==> config.mk <==
export PLATFORM = sky130hd
export DESIGN_NAME = ps2_move_decoder_flat
export DESIGN_NICKNAME = d
export VERILOG_FILES = /design/src/rtl/ps2_move_decoder_pkg.sv /design/src/rtl/ps2_move_decoder_if.sv /design/src/rtl/ps2_move_decoder_key_lookup.sv /design/src/rtl/ps2_move_decoder.sv /design/src/flat_wrapper.sv
export SDC_FILE = /design/constraint.sdc
export NUM_CORES = 1
export LEC_CHECK = 0
export CAP_MARGIN = 20
export CORE_ASPECT_RATIO = 2
export CORE_UTILIZATION = 49
export DETAILED_ROUTE_END_ITERATION = 10
export PLACE_DENSITY = 0.76
export SYNTH_ARGS = -nofsm -noshare
export SYNTH_HDL_FRONTEND = slang
export SYNTH_SLANG_ARGS = --single-unit
==> constraint.sdc <==
create_clock -name clk -period 1.8 [get_ports clk]
set_clock_uncertainty 0.15 [all_clocks]
set_input_delay 0.36 -clock clk [delete_from_list [all_inputs] [get_ports clk]]
set_output_delay 0.36 -clock clk [all_outputs]
set_load 0.03 [all_outputs]
==> src/rtl/ps2_move_decoder_pkg.sv <==
// Shared scan-code constants, key bit indices, move codes and FSM state type
// for the PS/2 move decoder slice.
package ps2_move_decoder_pkg;

  typedef enum logic [1:0] {
    ST_IDLE    = 2'd0,
    ST_EXT     = 2'd1,
    ST_BRK     = 2'd2,
    ST_EXT_BRK = 2'd3
  } ps2_state_t;

  localparam int NUM_KEYS = 5;

  // Bit positions inside held/sticky: {action,right,left,down,up}
  localparam int KEY_UP     = 0;
  localparam int KEY_DOWN   = 1;
  localparam int KEY_LEFT   = 2;
  localparam int KEY_RIGHT  = 3;
  localparam int KEY_ACTION = 4;

  localparam logic [2:0] MOVE_NONE   = 3'b000;
  localparam logic [2:0] MOVE_UP     = 3'b001;
  localparam logic [2:0] MOVE_DOWN   = 3'b010;
  localparam logic [2:0] MOVE_LEFT   = 3'b011;
  localparam logic [2:0] MOVE_RIGHT  = 3'b100;
  localparam logic [2:0] MOVE_ACTION = 3'b101;

  localparam logic [7:0] SC_EXT   = 8'hE0;
  localparam logic [7:0] SC_BRK   = 8'hF0;
  localparam logic [7:0] SC_UP    = 8'h75;
  localparam logic [7:0] SC_DOWN  = 8'h72;
  localparam logic [7:0] SC_LEFT  = 8'h6B;
  localparam logic [7:0] SC_RIGHT = 8'h74;
  localparam logic [7:0] SC_W     = 8'h1D;
  localparam logic [7:0] SC_S     = 8'h1B;
  localparam logic [7:0] SC_A     = 8'h1C;
  localparam logic [7:0] SC_D     = 8'h23;
  localparam logic [7:0] SC_SPACE = 8'h29;

  function automatic logic [2:0] encode_move(input logic [NUM_KEYS-1:0] req);
    if (req[KEY_UP])          return MOVE_UP;
    else if (req[KEY_DOWN])   return MOVE_DOWN;
    else if (req[KEY_LEFT])   return MOVE_LEFT;
    else if (req[KEY_RIGHT])  return MOVE_RIGHT;
    else if (req[KEY_ACTION]) return MOVE_ACTION;
    else                      return MOVE_NONE;
  endfunction

endpackage

==> src/rtl/ps2_move_decoder_if.sv <==
// Byte/frame inputs and move/status outputs between ps2_rx, the decoder
// and the collision detector.
interface ps2_move_decoder_if;
  import ps2_move_decoder_pkg::*;

  logic                rx_done_tick;
  logic [7:0]          rx_data;
  logic                frame_tick;
  logic [2:0]          move;
  logic                move_valid;
  logic [NUM_KEYS-1:0] held;
  logic [7:0]          last_code;

  modport master (
    output rx_done_tick, rx_data, frame_tick,
    input  move, move_valid, held, last_code
  );

  modport slave (
    input  rx_done_tick, rx_data, frame_tick,
    output move, move_valid, held, last_code
  );

endinterface

==> src/rtl/ps2_move_decoder_key_lookup.sv <==
// Combinational scan-code to one-hot key map; zero for unmapped codes.
// Non-extended 75/72/6B/74 are keypad codes and deliberately unmapped.
module ps2_key_lookup
  import ps2_move_decoder_pkg::*;
#(
  parameter int ENABLE_WASD = 1
) (
  input  logic                ext,
  input  logic [7:0]          code,
  output logic [NUM_KEYS-1:0] key
);

  always_comb begin
    key = '0;
    if (ext) begin
      case (code)
        SC_UP:    key[KEY_UP]    = 1'b1;
        SC_DOWN:  key[KEY_DOWN]  = 1'b1;
        SC_LEFT:  key[KEY_LEFT]  = 1'b1;
        SC_RIGHT: key[KEY_RIGHT] = 1'b1;
        default:  key = '0;
      endcase
    end else begin
      case (code)
        SC_SPACE: key[KEY_ACTION] = 1'b1;
        SC_W:     key[KEY_UP]     = (ENABLE_WASD != 0);
        SC_S:     key[KEY_DOWN]   = (ENABLE_WASD != 0);
        SC_A:     key[KEY_LEFT]   = (ENABLE_WASD != 0);
        SC_D:     key[KEY_RIGHT]  = (ENABLE_WASD != 0);
        default:  key = '0;
      endcase
    end
  end

endmodule

==> src/rtl/ps2_move_decoder.sv <==
// PS/2 scan-code decoder: tracks E0/F0 prefixes, per-key held/sticky state and
// emits one prioritised move code per frame tick.
module ps2_move_decoder
  import ps2_move_decoder_pkg::*;
#(
  parameter int TIMEOUT_CYCLES = 50000,
  parameter int ENABLE_WASD    = 1
) (
  input  logic                 clk,
  input  logic                 resetn,
  ps2_move_decoder_if.slave    bus
);

  localparam int              CNT_W    = $clog2(TIMEOUT_CYCLES + 1);
  localparam logic [CNT_W-1:0] CNT_LAST = CNT_W'(TIMEOUT_CYCLES - 1);

  ps2_state_t          state, state_nxt;
  logic [CNT_W-1:0]    timeout_cnt;
  logic [NUM_KEYS-1:0] held, sticky;
  logic [NUM_KEYS-1:0] key, make_mask, brk_mask;
  logic [7:0]          last_code;
  logic                key_ext, is_make, is_break;
  logic [2:0]          move_p0;
  logic                vld_p0;

  ps2_key_lookup #(.ENABLE_WASD(ENABLE_WASD)) u_lookup (
    .ext  (key_ext),
    .code (bus.rx_data),
    .key  (key)
  );

  always_comb begin
    state_nxt = state;
    is_make   = 1'b0;
    is_break  = 1'b0;
    key_ext   = (state == ST_EXT) || (state == ST_EXT_BRK);
    if (bus.rx_done_tick) begin
      case (state)
        ST_IDLE: begin
          if (bus.rx_data == SC_EXT)      state_nxt = ST_EXT;
          else if (bus.rx_data == SC_BRK) state_nxt = ST_BRK;
          else                            is_make   = 1'b1;
        end
        ST_EXT: begin
          if (bus.rx_data == SC_BRK)      state_nxt = ST_EXT_BRK;
          else if (bus.rx_data == SC_EXT) state_nxt = ST_EXT;
          else begin
            is_make   = 1'b1;
            state_nxt = ST_IDLE;
          end
        end
        ST_BRK, ST_EXT_BRK: begin
          is_break  = 1'b1;
          state_nxt = ST_IDLE;
        end
        default: state_nxt = ST_IDLE;
      endcase
    end else if (state != ST_IDLE && timeout_cnt == CNT_LAST) begin
      // Abandoned prefix: drop it without touching any key state
      state_nxt = ST_IDLE;
    end
  end

  assign make_mask = is_make  ? key : '0;
  assign brk_mask  = is_break ? key : '0;

  always_ff @(posedge clk or negedge resetn) begin
    if (!resetn) begin
      state       <= ST_IDLE;
      timeout_cnt <= '0;
      held        <= '0;
      sticky      <= '0;
      last_code   <= '0;
    end else begin
      state <= state_nxt;
      if (bus.rx_done_tick)
        timeout_cnt <= '0;
      else if (state != ST_IDLE && timeout_cnt != CNT_LAST)
        timeout_cnt <= timeout_cnt + CNT_W'(1);
      if (bus.rx_done_tick && bus.rx_data != SC_EXT && bus.rx_data != SC_BRK)
        last_code <= bus.rx_data;
      held   <= (held | make_mask) & ~brk_mask;
      // A make landing on a frame tick survives the clear and reports next frame
      sticky <= (sticky & ~{NUM_KEYS{bus.frame_tick}}) | make_mask;
    end
  end

  // Stage p0: frame sample of pre-byte held|sticky, prioritised to one move code
  always_ff @(posedge clk or negedge resetn) begin
    if (!resetn) begin
      move_p0 <= MOVE_NONE;
      vld_p0  <= 1'b0;
    end else begin
      vld_p0 <= bus.frame_tick;
      if (bus.frame_tick)
        move_p0 <= encode_move(held | sticky);
    end
  end

  assign bus.move       = move_p0;
  assign bus.move_valid = vld_p0;
  assign bus.held       = held;
  assign bus.last_code  = last_code;

endmodule

==> src/flat_wrapper.sv <==
// flat-port wrapper written by rule: the top's interface ports become plain ports
module ps2_move_decoder_flat import ps2_move_decoder_pkg::*;
#(
  parameter int TIMEOUT_CYCLES = 50000,
  parameter int ENABLE_WASD    = 1
)
  (clk, resetn, bus_rx_done_tick, bus_rx_data, bus_frame_tick, bus_move, bus_move_valid, bus_held, bus_last_code);
  ps2_move_decoder_if bus_i ();
  input  logic clk;
  input  logic resetn;
  input wire logic [$bits(bus_i.rx_done_tick)-1:0] bus_rx_done_tick;
  input wire logic [$bits(bus_i.rx_data)-1:0] bus_rx_data;
  input wire logic [$bits(bus_i.frame_tick)-1:0] bus_frame_tick;
  output wire logic [$bits(bus_i.move)-1:0] bus_move;
  output wire logic [$bits(bus_i.move_valid)-1:0] bus_move_valid;
  output wire logic [$bits(bus_i.held)-1:0] bus_held;
  output wire logic [$bits(bus_i.last_code)-1:0] bus_last_code;
  assign bus_i.rx_done_tick = bus_rx_done_tick;
  assign bus_i.rx_data = bus_rx_data;
  assign bus_i.frame_tick = bus_frame_tick;
  assign bus_move = bus_i.move;
  assign bus_move_valid = bus_i.move_valid;
  assign bus_held = bus_i.held;
  assign bus_last_code = bus_i.last_code;
  ps2_move_decoder #(.TIMEOUT_CYCLES(TIMEOUT_CYCLES), .ENABLE_WASD(ENABLE_WASD)) u_core (.clk(clk), .resetn(resetn), .bus(bus_i));
endmodule
* After elaboration in Yosys (flattened, before gate mapping)
Cells that the tools add are included.
Word-level totals: flip-flop bits (word level) 40, latch bits 0, memory bits (writable) 0, memory bits (read-only) 0, bits of input ports 12, output and inout port bits 17, word-level logic and storage cells 79, memories kept 0
Cells by class: $add $sub $neg 1, $mul 0, div/mod/pow operators 0, order comparisons 0, equal/unequal tests 19, shift-type cells 0, multiplexer cells 34, bitwise gates (word level) 7, reductions and logical operators 11
Operator list (number):
- $eq A8 B7 Y1 const B | 4
- $mux W16 | 2
- $eq A8 B5 Y1 const B | 3
- $mux W1 | 17
- $add A16 B1 Y16 const B | 1
- $eq A16 B16 Y1 const B | 1
- $eq A8 B6 Y1 const B | 2
- $eq A8 B8 Y1 const B | 2
- $ne A16 B16 Y1 const B | 1
- $ne A8 B8 Y1 const B | 2
- $mux W3 | 5
- $mux W5 | 3
- $or A5 B5 Y5 | 3
- $and A5 B5 Y5 | 2
- $mux W2 | 5
- $not A5 Y5 | 2
- $pmux W2 S3 | 1
- $reduce_bool A2 Y1 | 3
- $eq A2 B2 Y1 const B | 2
- $logic_and A1 B1 Y1 | 4
- $ne A4 B2 Y1 const B | 1
- $eq A2 B1 Y1 const B | 1
- $logic_not A2 Y1 | 1
- $pmux W1 S2 | 1
- 3 further kinds | 3

* Depth between registers and ports, before layout
Gate-level depths: netlist of the first run.
word-level depth 8, mapped depth 5, depth with buffers taken out 5

* Modules after synthesis
From an unflattened synthesis of the first run, not the netlist that was laid out.
Unflattened totals: cell total of the unflattened synthesis 198, area total of the unflattened synthesis 2016.9 um^2
Modules (own cells, without submodules):
- ps2_move_decoder | instances 1, cells each 180, area each 1861.8 um^2, seq. area each 1001.0 um^2
- ps2_key_lookup | instances 1, cells each 18, area each 155.1 um^2, seq. area each 0.0 um^2

* Least setup slack after synthesis of the first run
OpenSTA, ideal clock, no wires.
kind reg2reg, start point register u_core.timeout_cnt[10], end point register u_core.timeout_cnt[0], library setup time 0.125 ns, data arrival time 1.529 ns, required time 1.525 ns, slack -0.004 ns, cell stages (with the launch flop) 5, path buffers 0, period minus slack after synthesis 1.804 ns, cell sequence dfrtp_1 -> or3_1 -> nor4_2 -> nor2_1 -> mux2_2
On the way: word-level cells in the longest chain between the ends 3
RTL lines:
- start, declared | line ps2_move_decoder.sv:18 | logic [CNT_W-1:0] timeout_cnt;
- start signal, assigned | line ps2_move_decoder.sv:79 | timeout_cnt <= timeout_cnt + CNT_W'(1);
- $ne A16 B16 Y1 | line ps2_move_decoder.sv:78 | else if (state != ST_IDLE && timeout_cnt != CNT_LAST)
- $logic_and A1 B1 Y1 | line ps2_move_decoder.sv:78
- $reduce_bool A2 Y1 (no source line)
Every way passes these cells. A chain may end at the register's enable or synchronous reset.

* Final worst setup path of the first run
start point register u_core.state[0], end point register u_core.held[0], in the netlist u_core.bus.held[0]
On the way: word-level cells in the longest chain between the ends 7, elaborated cells between the ends (all ways) 16, those cells by class eq/ne: 3; mux: 7; bitwise: 3; reduce/logical: 3
RTL lines:
- start, declared | line ps2_move_decoder.sv:17 | ps2_state_t state, state_nxt;
- start signal, assigned | line ps2_move_decoder.sv:75 | state <= state_nxt;
- $eq A2 B2 Y1 (on tied branches) | line ps2_move_decoder.sv:38, ps2_move_decoder.sv:36
- $reduce_or A2 Y1 | line ps2_move_decoder.sv:38 | case (state)
- $mux W1 | line ps2_move_decoder.sv:38
- $mux W1 | line ps2_move_decoder.sv:37 | if (bus.rx_done_tick) begin
- $mux W5 | line ps2_move_decoder.sv:65 | assign brk_mask = is_break ? key : '0;
- $not A5 Y5 | line ps2_move_decoder.sv:82 | held <= (held | make_mask) & ~brk_mask;
- $and A5 B5 Y5 (*) | line ps2_move_decoder.sv:82
- end signal, assigned | line ps2_move_decoder.sv:82
- end, declared | line ps2_move_decoder.sv:19 | logic [NUM_KEYS-1:0] held, sticky;
Every way passes the cells marked *; elsewhere a longest branch is shown, timed or not.

==> results of run 1 <==
==> kinds of logic (layout without fill, tap and decap cells) <==
| kind of cell | Yosys count | after routing |
|---|---|---|
| simple gates | 94 | 94 |
| fa+ha+maj | 1 | 1 |
| compound gates | 36 | 36 |
| xor+xnor | 8 | 8 |
| flops | 40 | 40 |
| mux | 9 | 9 |
| buf+inv | 15 | 98 |
==> cells in the final DEF, fill, tap and decap left out, drive strengths merged, types with 7 or more instances in the layout <==
| cell | instances |
|---|---|
| a21oi | 7 |
| clkbuf | 7 |
| nand2 | 23 |
| nor2 | 18 |
| inv | 10 |
| dfrtp | 40 |
| o21ai | 7 |
| buf | 52 |
| dlygate4sd2 | 23 |
| nand3 | 7 |
==> metal layers <==
layer / vias to the layer above / part of all wire, % / global-route usage [%]
li1: 908 / - / -
met1: 971 / 35 / 29.2
met2: 48 / 57 / 49.1
met3: 21 / 3.0 / 5.21
met4: 0 / 4.8 / 19.0
met5: - / 0 / 0
==> worst min-delay path, delay by kind of cell (launching register included) <==
family	cells	cell delay (ns)
flip-flops	1	0.34
AND/OR/NAND/NOR	2	0.10
==> cell type report <==
| cell class | count | share of cell area [%] |
|---|---|---|
| clock buffer | 7 | 2.92 |
| clock inverter | 1 | 0.254 |
| inverter | 10 | 1.27 |
| multi-input combinational | 148 | 37.5 |
| sequential | 40 | 33.9 |
| tap | 51 | 2.16 |
| timing repair buffer | 80 | 22.0 |
==> state kept, by name, indices dropped and copies added, names as in the netlist <==
name	cells
u_core.sticky	5
u_core.bus.move_valid	1
u_core.bus.last_code	8
u_core.state	2
u_core.bus.move	3
u_core.bus.held	5
u_core.timeout_cnt	16
==> power groups by stage <==
stage	registers (mW)	logic (mW)	clock network, mW
CTS	0.930	0.241	0.652
global route	0.932	0.263	0.684
global placement	0.948	0.241	0
detailed placement	0.948	0.244	0
floorplan	0.988	0.0563	0
finish	0.930	0.245	0.640
==> per-stage QoR <==
stage / cell area (sq um) / cells / util (%)
after floorplan: 2050 / 203 / -
after global placement: 2690 / 320 / 68.5
after detailed placement: 2690 / 320 / 68.5
after CTS: 2850 / 330 / 72.6
after global routing: 2950 / 337 / 75.3
final: 2950 / 337 / 75.3
==> path summary, 6_finish.rpt <==
kind	startpoint	endpoint	slack, ns
min reg2reg	u_core.bus.last_code[3]	u_core.bus.last_code[3]	0.32
min	u_core.bus.last_code[3]	u_core.bus.last_code[3]	0.32
max in group asynchronous	resetn	u_core.bus.last_code[3]	0.64
min in group asynchronous	resetn	u_core.timeout_cnt[8]	0.49
max	u_core.state[0]	u_core.bus.held[0]	-0.13
max reg2reg	u_core.state[0]	u_core.bus.held[0]	-0.13
==> timing repair <==
item	in CTS	in global routing
setup endpoints to repair	36	10
buffers inserted	1	7
pin swaps	9	10
endpoints found under the hold margin	40	0
resized for setup	35	11
hold buffers	1	0
==> results.md, run 1 <==
- Status: finished, violations left
- Violated checks: setup timing
- Max incr delay on CP: 0.39 ns
- Gp weighted congestion: 0.921
- Hpwl dp: 3940 um
- Syn avg cell area: 10.0 sq um
- Final Max Slew Viols: 0
- Crit Path Class: flop to flop
- Die width: 47.6 um
- Post-Synth Adder-Cell Area: 0.614%
- Core Region: 3920 sq um
- CP Max Fanout: 6
- Cell count after synthesis: 203
- Largest family of logic cells by synthesized area: simple AND/OR/NAND/NOR gates
- Net Sw Frac: 26.7%
- I/O Pins: 29
- Synth Flop Type: dfrtp_1
- Yosys top cell by area: dfrtp_1
- CP endpoint kind: flop
- Die area: 4430 sq um
- Wire per inst: 16.9 um
- # clock sinks: 40
- Synth top area cells: dfrtp_1, nand2_1, nor2_1, mux2i_1, mux2_2
- H-tree levels: 2
- Final WS setup: -0.130 ns
- Mux cell area share after synthesis: 4.67%
- Delay-heaviest family, CP: buffers and inverters
- Psw: 0.485 mW
- CTS buffer count: 5
- Post-synthesis sequential area ratio: 49.1%
- Share of layout cells above drive strength 1: 28.7%
- Largest buffer count on any clock path: 2
- RSZ-0062 raised after global routing: true
- Worst Hold Class: flop to flop
- Most used cell, CP: buf_4
- Drt pass-1 iters: 4
- Synth-to-layout area growth: 45.0%
- Port bufs: 28
- Internal power: 1.33 mW
- Total power: 1.81 mW
- WL final: 5700 um
- Most instantiated library cell after synthesis: dfrtp_1
- Critical Path RT: 1.83 ns
- FF+latch count, synth: 40
- WHS Path Cells: 2
- DR vias/cell: 5.78
- CP max-delay cell: dfrtp_1
- Post-synthesis cell type count: 50
- Drt initial violations: 48
- Tcrit/Tclk final: 107%
- Worst Tran Pin Value: 0.501 ns
- Critical-path cell list: buf_6, buf_4, nand4b_1, buf_4, a2111oi_4, nand2_1, mux2i_1
- Largest net degree at the start of global routing: 41
- ANT nets after route: 0
- Min Hold Slack: 0.319 ns
- Die span in y: 93.2 um
- Global-route wire length before repair: 9040 um
- Setup crit start kind: flop
- Clk network pwr share: 35.3%
- Insertion delay to the later sink of the worst-skew pair: 0.31 ns
- R2R cell count: 7
- Yosys top cell area share: 49.1%
- EDFF count, synth: 0
- Number of global-route vias before repair: 2037
- Final setup fails: 8
- Post-synthesis xor/xnor area fraction: 3.44%
- Root Driver: clkbuf_8
- Net Count, Synth: 216
- LEAKAGE: 1.33 nW
- Ys async rst share: 100%
- Place WS: -0.638 ns
- Nets@finish: 298
- Register Area: 1000 sq um
- Clk slew on worst S/H paths: 0.08 ns
- CTS tree: yes
- Count of warnings emitted by yosys: 0
- Number of diodes: 0
- Initial Util: 51.9%
- Fin crit period: 1.93 ns
- Most frequent cells after synthesis: dfrtp_1, nand2_1, nor2_1
- Max-cap violations: 0
- Mapped cell area: 2040 sq um
- # rows: 32
- Flop pwr share: 51.2%
- Combinational group share of total power: 13.5%
- Setup_tns: -0.633 ns
- Crit path depth: 7
- Multi-input combinational cell area: 1110 sq um
- Vias: 1948
- Fillers: 302
- Initial antenna violation count: 0
- Grt ovf: 0
- CP bufs+invs: 3
- GR Util All Layers: 28.7%
- Drt drc: 0
- VDD IR max: 0.619 mV
- Fin. Hold Viols: 0
- Post-synthesis simple-gate area fraction: 25.7%
- Complex-gate fraction of the synthesized area: 13.6%
- Fmax: 518 MHz
- Power Density: 615 nW/um^2
- Worst rel slew slack: 66.6%
- Crit path DAT: 1.96 ns
Power figures use the tool's default switching activity.
==> run 2, diff against run 1 <==
--- a/config.mk
+++ b/config.mk
@@ -7,9 +7,8 @@
 export LEC_CHECK = 0
 export CAP_MARGIN = 20
 export CORE_ASPECT_RATIO = 2
-export CORE_UTILIZATION = 49
+export CORE_UTILIZATION = 30
 export DETAILED_ROUTE_END_ITERATION = 10
-export PLACE_DENSITY = 0.76
 export SYNTH_ARGS = -nofsm -noshare
 export SYNTH_HDL_FRONTEND = slang
 export SYNTH_SLANG_ARGS = --single-unit
==> run 2 against run 1 <==
Effect of this change:
- the run still ends with setup timing left
- global-route usage is 11 points lower
- final area is 2.2% higher
- critical path depth is 3 lower
- first-iteration DRC count is 29% lower
- sequential power hardly changed
- non-clock buffer count is 7 lower
- die area is 61% higher
- highest routed layer unchanged
==> results.md, run 2 (synthesized netlist as in run 1, its figures left out) <==
- LEAKAGE: 1.33 nW (-0.54%)
- Global-route wire length before repair: 9230 um (+2.1%)
- Synth-to-layout area growth: 48.2%
- Fin. Hold Viols: 0 (unchanged)
- Power Density: 723 nW/um^2 (+18%)
- DP Area: 2750 sq um (+2.2%)
- Fin crit period: 1.80 ns (-0.128 ns)
- Max-cap violations: 0 (unchanged)
- Drt pass-1 iters: 4 (unchanged)
- R2R cell count: 4 (-3)
- WL final: 5660 um (-0.60%)
- Finished Layout Cells: 367 (+8.9%)
- ANT nets after route: 0 (unchanged)
- Worst rel slew slack: 74.7% (+8.1 points)
- CTS buffer count: 5 (unchanged)
- Drt initial violations: 34 (-29%)
- Crit Path Class: flop to flop
- WHS Path Cells: 2 (unchanged)
- Initial antenna violation count: 0 (unchanged)
- Setup_tns: -0.00165 ns (+0.631 ns)
- Port bufs: 28 (unchanged)
- Largest net degree at the start of global routing: 41 (unchanged)
- Share of layout cells above drive strength 1: 25.8% (-2.9 points)
- Final setup fails: 1 (-7)
- Gp weighted congestion: 0.817 (-11%)
- H-tree levels: 2 (unchanged)
- Insertion delay to the later sink of the worst-skew pair: 0.29 ns (-0.02 ns)
- CP Max Fanout: 3 (-3)
- DR vias/cell: 5.11 (-12%)
- Crit path DAT: 1.82 ns (-0.14 ns)
- Drt drc: 0 (unchanged)
- VDD IR max: 0.553 mV (-11%)
- Initial Util: 31.0% (-21 points)
- Most frequent cells in the layout: buf_4, dfrtp_1, nand2_1, dlygate4sd2_1, nor2_1
- Die area: 7140 sq um (+61%)
- Biggest regs: u_core.timeout_cnt: 16 flops, u_core.bus.last_code: 8 flops
- Final WS setup: -0.00165 ns (+0.128 ns)
- Die width: 60.3 um (+27%)
- Grt ovf: 0 (unchanged)
- Worst Tran Pin Value: 0.378 ns (-0.123 ns)
- RSZ-0062 raised after global routing: true
- Number of global-route vias before repair: 1964 (-3.6%)
- Wire per inst: 15.4 um (-8.7%)
- Setup crit start kind: flop
- Number of diodes: 0 (unchanged)
- Nets@finish: 291 (-2.3%)
- Clk slew on worst S/H paths: 0.06 ns (-0.02 ns)
- # clock sinks: 40 (unchanged)
- Status: finished, violations left
- # rows: 42 (+31%)
- Number of flip-flops in the largest register: 16 (unchanged)
- Worst Hold Class: flop to flop
- Fmax: 555 MHz (+7.1%)
- Placed insts: 357 (+12%)
- GR Util All Layers: 17.9% (-11 points)
- Total power: 2.18 mW (+20%)
- Most common cell after layout, fill and taps aside: buf_4
- Die span in y: 119 um (+27%)
- Largest buffer count on any clock path: 2 (unchanged)
- Final Max Slew Viols: 0 (unchanged)
- Vias: 1875 (-3.7%)
- Tcrit/Tclk final: 100% (-7.1 points)
- Root Driver: clkbuf_16
- CTS tree: yes
- Place WS: -0.632 ns (+0.00530 ns)
- Biggest register: u_core.timeout_cnt
- Violated checks: setup timing
- CP endpoint kind: flop
- Core Region: 6570 sq um (+67%)
- Critical Path RT: 1.82 ns (about the same)
- Post-Layout Inst Area: 3020 sq um (+2.2%)
- I/O Pins: 29 (unchanged)
- Hpwl dp: 4130 um (+4.7%)
## run 2: worst paths after layout
check | startpoint | endpoint | slack [ns]
worst min register to register | u_core.bus.last_code[3] | u_core.bus.last_code[3] | 0.32
min in group asynchronous | resetn | u_core.timeout_cnt[8] | 0.42
worst min-delay path | u_core.bus.last_code[3] | u_core.bus.last_code[3] | 0.32
worst max-delay path | u_core.state[0] | u_core.bus.held[1] | -0.002
max in group asynchronous | resetn | u_core.bus.last_code[0] | 0.87
worst max register to register | u_core.state[0] | u_core.bus.held[1] | -0.002
## run 2: power by group
part	internal (mW)	switching, mW
combinational	0.0996	0.148
sequential	0.920	0.0117
clock	0.652	0.351
## run 2: per-stage QoR
step / hold WS (ns) / util (%)
after detailed placement: 0.201 / 41.8
after floorplan: -0.0856 / -
after CTS: 0.330 / 45.4
final: 0.324 / 46.0
after global placement: 0.202 / 41.8
after global routing: 0.345 / 46.0
## run 2: per-layer routing
layer	GRT usage, %	vias to the layer above	part of all wire (%)
met5	0	-	0
met4	13.4	0	5.8
met3	2.84	21	2.6
met2	30.6	44	56
met1	18.2	909	36
li1	-	901	-
## run 2: area by class of cell
class / count / area [sq um]
timing repair buffer: 73 / 602
tap: 88 / 110
clock inverter: 2 / 35.0
sequential: 40 / 1000
clock buffer: 6 / 129
inverter: 10 / 37.5
fill: 620 / 3550
multi-input combinational: 148 / 1100
## run 2: worst max-delay path, cell delays in order, from the launching register on
cell	delay, ns
dfrtp_1	0.40
or4b_4	0.54
a2111oi_4	0.35
nand2_1	0.11
mux2i_1	0.13
## run 2: what timing repair did
item	in CTS	in global routing
endpoints found under the hold margin	40	0
setup endpoints to repair	29	14
pin swaps	8	2
setup buffers	1	0
gates resized for setup	34	8
gates cloned	0	0
hold buffers	1	0
